## src/rtl/sig_dump_ctrl.sv

```systemverilog
// Signature dump controller: snoops the begin/end/halt writes on the core data bus,
// then halts the core and streams the signature words out of data RAM.
module sig_dump_ctrl #(
    parameter logic [31:0] BEGIN_ADDR = 32'h508,
    parameter logic [31:0] END_ADDR   = 32'h50c,
    parameter logic [31:0] HALT_ADDR  = 32'h600,
    parameter logic [31:0] DRAM_BASE  = 32'h4000_0000,
    parameter int          DRAM_AW    = 14
) (
    input  logic               clk,
    input  logic               rst_n,
    input  logic               snoop_we,
    input  logic [31:0]        snoop_addr,
    input  logic [31:0]        snoop_wdat,
    output logic               dram_rd_req,
    output logic [DRAM_AW-1:0] dram_rd_idx,
    input  logic               dram_rd_gnt,
    input  logic [31:0]        dram_rd_dat,
    output logic               out_valid,
    output logic [31:0]        out_data,
    input  logic               out_ready,
    output logic               core_halt,
    output logic               done,
    output logic               err
);

    typedef enum logic [2:0] {
        S_IDLE,
        S_RD_REQ,
        S_RD_WAIT,
        S_SEND,
        S_DONE,
        S_ERR
    } state_t;

    localparam logic [32:0] WORD_LIMIT = 33'd1 << DRAM_AW;

    state_t             r_state;
    logic [31:0]        r_sig_begin;
    logic [31:0]        r_sig_end;
    logic [31:0]        r_cur_addr;
    logic [31:0]        r_out_data;
    logic [DRAM_AW-1:0] r_idx;
    logic               r_req;
    logic               r_valid;
    logic               r_halt;
    logic               r_done;
    logic               r_err;

    logic        w_misalign;
    logic        w_empty;
    logic        w_range_bad;
    logic [31:0] w_end_words;
    logic [31:0] w_next_addr;

    // Alignment is judged first, then emptiness, so an unprogrammed 0/0 range ends cleanly.
    assign w_misalign  = (|r_sig_begin[1:0]) || (|r_sig_end[1:0]);
    assign w_empty     = r_sig_begin >= r_sig_end;
    assign w_end_words = (r_sig_end - DRAM_BASE) >> 2;
    assign w_range_bad = (r_sig_begin < DRAM_BASE) ||
                         ({1'b0, w_end_words} > WORD_LIMIT);
    assign w_next_addr = r_cur_addr + 32'd4;

    always_ff @(posedge clk or negedge rst_n) begin
        if (!rst_n) begin
            r_state     <= S_IDLE;
            r_sig_begin <= '0;
            r_sig_end   <= '0;
            r_cur_addr  <= '0;
            r_out_data  <= '0;
            r_idx       <= '0;
            r_req       <= 1'b0;
            r_valid     <= 1'b0;
            r_halt      <= 1'b0;
            r_done      <= 1'b0;
            r_err       <= 1'b0;
        end else begin
            case (r_state)
                S_IDLE: begin
                    if (snoop_we) begin
                        if (snoop_addr == BEGIN_ADDR) begin
                            r_sig_begin <= snoop_wdat;
                        end else if (snoop_addr == END_ADDR) begin
                            r_sig_end <= snoop_wdat;
                        end else if (snoop_addr == HALT_ADDR) begin
                            r_halt <= 1'b1;
                            if (w_misalign) begin
                                r_err   <= 1'b1;
                                r_state <= S_ERR;
                            end else if (w_empty) begin
                                r_done  <= 1'b1;
                                r_state <= S_DONE;
                            end else if (w_range_bad) begin
                                r_err   <= 1'b1;
                                r_state <= S_ERR;
                            end else begin
                                r_cur_addr <= r_sig_begin;
                                r_idx      <= DRAM_AW'((r_sig_begin - DRAM_BASE) >> 2);
                                r_req      <= 1'b1;
                                r_state    <= S_RD_REQ;
                            end
                        end
                    end
                end
                S_RD_REQ: begin
                    if (dram_rd_gnt) begin
                        r_req   <= 1'b0;
                        r_state <= S_RD_WAIT;
                    end
                end
                S_RD_WAIT: begin
                    r_out_data <= dram_rd_dat;
                    r_valid    <= 1'b1;
                    r_state    <= S_SEND;
                end
                S_SEND: begin
                    if (out_ready) begin
                        r_valid    <= 1'b0;
                        r_cur_addr <= w_next_addr;
                        if (w_next_addr == r_sig_end) begin
                            r_done  <= 1'b1;
                            r_state <= S_DONE;
                        end else begin
                            r_idx   <= DRAM_AW'((w_next_addr - DRAM_BASE) >> 2);
                            r_req   <= 1'b1;
                            r_state <= S_RD_REQ;
                        end
                    end
                end
                S_DONE: r_state <= S_DONE;
                S_ERR:  r_state <= S_ERR;
                default: r_state <= S_IDLE;
            endcase
        end
    end

    assign dram_rd_req = r_req;
    assign dram_rd_idx = r_idx;
    assign out_valid   = r_valid;
    assign out_data    = r_out_data;
    assign core_halt   = r_halt;
    assign done        = r_done;
    assign err         = r_err;

endmodule

```

## config.mk

```make
export PLATFORM = sky130hd
export DESIGN_NAME = sig_dump_ctrl
export DESIGN_NICKNAME = d
export VERILOG_FILES = /design/src/rtl/sig_dump_ctrl.sv
export SDC_FILE = /design/constraint.sdc
export NUM_CORES = 1
export LEC_CHECK = 0
export CAP_MARGIN = 20
export CORE_UTILIZATION = 24
export CTS_CLUSTER_DIAMETER = 50
export DETAILED_ROUTE_END_ITERATION = 6
export PLACE_DENSITY = 0.51
export SYNTH_ARGS = -nofsm -noshare
export SYNTH_HDL_FRONTEND = slang
export SYNTH_SLANG_ARGS = --single-unit
```

## constraint.sdc

```tcl
create_clock -name clk -period 5.7 [get_ports clk]
set_input_delay 1.14 -clock clk [delete_from_list [all_inputs] [get_ports clk]]
set_output_delay 1.14 -clock clk [all_outputs]
set_load 0.005 [all_outputs]
```

==> out/metrics.csv <==
metric,value,unit
drt-met1-wl,10600,um
wl_per_cell,16.8,um
port_buffers,151,
setup_violations,0,
clock_sinks,150,
num_vias,6756,
cts.clk_slew.worst_paths,0.06,ns
io-pin-count,152,
final_antenna_net_count,0,
period_share,0.724,
die_w,191,um
finalHoldViolCount,0,
synth.distinct_cells,67,
crit_chain,"ha_1, nand4_2, nor4_4, nand2_2, o41ai_1, nor4_1, and4_4, o31ai_4, mux2_2",
slew_violations,0,
drcViolationCount,0,
powerDensity,215,nW/um^2
grt_max_degree,69,
startpoint_type,flip-flop,
fin_tns_setup,0,ns
diodes,0,
ys_ff_latch,150,
grt_overflow,0,
viasPerCell,4.74,
grt_pass1_wl,38500,um
min_period,4.13,ns
rsz0062_at_grt,false,
crit_fanout,15,
ctsHtreeMaxLevel,4,
die-height,191,um
fillers,3522,
stdcell_area,11100,sq um
yosysWarnings,0,
area_growth,29.9,%
crit_family,simple AND/OR/NAND/NOR gates,
arrival,4.44,ns
path_class,flip-flop to flip-flop,
nets,1090,
drt_wl_total,23900,um
first_global_vias,6929,
cp_num_buf_inv,0,
top_layer,met4,
netlist_area,8570,sq um
tightest_slew,1.16,ns
power,2.39,mW
rows,68,
start_util,0.246,
worstSkewPairLatency,0.44,ns
met2WireLength,11800,um
max_slew_margin,0.227,
fin_cells,1424,
multi_input_area,4450,sq um
max_freq,242,MHz
cts_buffers,17,
clockRootBuffer,clkbuf_16,
die_area,36500,sq um
cts_resized,0,
post-dp-hpwl,17500,um
dp_cells,1392,
hold_path.class,flip-flop to flip-flop,
ir_drop,0.193,mV
layout-drive-gt1-share,0.172,
leakagePower,4.85,nW
yosys_most_used_dff,dfrtp_1,
ys_seq_area_frac,0.438,
cp_slowest_stage_delay,0.91,ns
drt_iter0_markers,335,
synthCells,825,
track_usage,0.136,
async_flop_share,1.00,
dr_wl_met3,1070,um
end_kind,flip-flop,
crit_required,6.02,ns
seq_area,3750,sq um
synth_fp_nets,959,
first_pass_iters,5,
synth-edff-count,0,
slowest_stage,o31ai_4,
place_area,10500,sq um
place_congestion,0.852,
cts_hold_buf,0,
antenna_found_initial,1,
cap_violations,0,
syn_avg_cell_area,10.4,sq um
postCtsSetupRepairBufs,0,
finClkSkew,0.0137,ns
coreArea,34800,sq um
status,"complete, no violations",
utilization,0.320,
cts_buffer_depth,2,
tritoncts,yes,
-- cell usage in the layout, fill, tap and decap left out, types with 6 or more instances in the layout --
cell type,Yosys,final
xnor2_1,38,38
o21ai_0,33,33
a21o_1,11,11
a31oi_1,10,10
mux2_4,7,7
nor4_1,24,24
buf_4,5,6
ha_1,33,33
and3_1,10,9
o22ai_1,12,12
nor3_1,10,9
nand3_1,25,25
a21oi_1,64,64
nor2_1,49,49
mux2_2,101,101
clkbuf_16,0,17
nand2_1,42,42
xor2_1,11,11
nand4_1,17,17
dfrtp_1,150,150
mux2i_1,6,6
inv_1,44,44
clkdlybuf4s50_1,0,150
o22a_1,9,9
-- power by group --
part	internal (mW)	total, mW	leakage (nW)	switching (mW)
Sequential	1.06	1.06	2.06	0.000000000106
Combinational	0.0637	0.102	2.49	0.0381
Clock	0.737	1.23	0.293	0.490
Total	1.87	2.39	4.85	0.528
-- cell families (layout without fill, tap and decap cells) --
family	after synthesis	in the layout	share of synthesized area
flops	150	150	0.438
buf+inv	89	233	0.0436
xor+xnor	50	50	0.0527
simple gates	215	215	0.138
compound gates	174	174	0.127
fa+ha+maj	33	33	0.0482
mux	114	114	0.152
-- sequential cells by signal (all words and copies together) (netlist names) --
| signal | count |
|---|---|
| dram_rd_req | 1 |
| r_state | 3 |
| out_valid | 1 |
| core_halt | 1 |
| r_sig_begin | 32 |
| r_sig_end | 32 |
| dram_rd_idx | 14 |
| out_data | 32 |
| err | 1 |
| done | 1 |
| r_cur_addr | 32 |
-- synthesized netlist by cell type, types with 3 or more instances --
cell,n,share of area
dfrtp_1,150,0.44
mux2_2,101,0.13
a21oi_1,64,0.037
nor2_1,49,0.021
inv_1,44,0.019
nand2_1,42,0.018
xnor2_1,38,0.039
ha_1,33,0.048
o21ai_0,33,0.019
clkbuf_1,26,0.011
nand3_1,25,0.015
nor4_1,24,0.018
nand4_1,17,0.012
o22ai_1,12,0.0088
a21o_1,11,0.0096
xor2_1,11,0.011
a31oi_1,10,0.0073
and3_1,10,0.0073
nor3_1,10,0.0058
o22a_1,9,0.0092
buf_1,7,0.0031
mux2_4,7,0.012
mux2i_1,6,0.0070
and2_1,5,0.0036
buf_4,5,0.0044
nor4b_1,5,0.0051
o31ai_1,5,0.0044
a221oi_1,4,0.0041
buf_2,4,0.0023
nand2b_1,4,0.0029
nor2b_1,3,0.0022
-- layer usage --
layer	GRT usage	up-vias
met4	0.0428	0
met2	0.229	143
met3	0.0292	19
li1	-	3263
met1	0.173	3331
met5	0	-
-- cell type report --
type                    instances  area share
multi-input cells             586       0.400
clock inverters                14      0.0182
flip-flops and latches        150       0.337
repair buffers                157       0.140
well taps                     455      0.0512
inverters                      44      0.0148
clock buffers                  18      0.0386
-- final timing paths --
path                               startpoint             end  slack (ns)  depth (start not counted)
worst min-delay path                      err             err        0.47                          1
worst max-delay path            r_cur_addr[2]  dram_rd_idx[4]        1.57                          9
max in group asynchronous               rst_n   r_sig_end[27]        3.90                          2
worst min register to register            err             err        0.47                          1
min in group asynchronous               rst_n  r_sig_begin[7]        0.71                          1
worst max register to register  r_cur_addr[2]  dram_rd_idx[4]        1.57                          9
-- per-stage QoR --
step                hold slack (ns)  setup slack, ns
floorplan                     0.451             2.64
global placement              0.444             1.52
detailed placement            0.453             1.49
CTS                           0.473             1.58
global route                  0.504             1.29
finish                        0.467             1.57
Power figures use the tool's default switching activity.
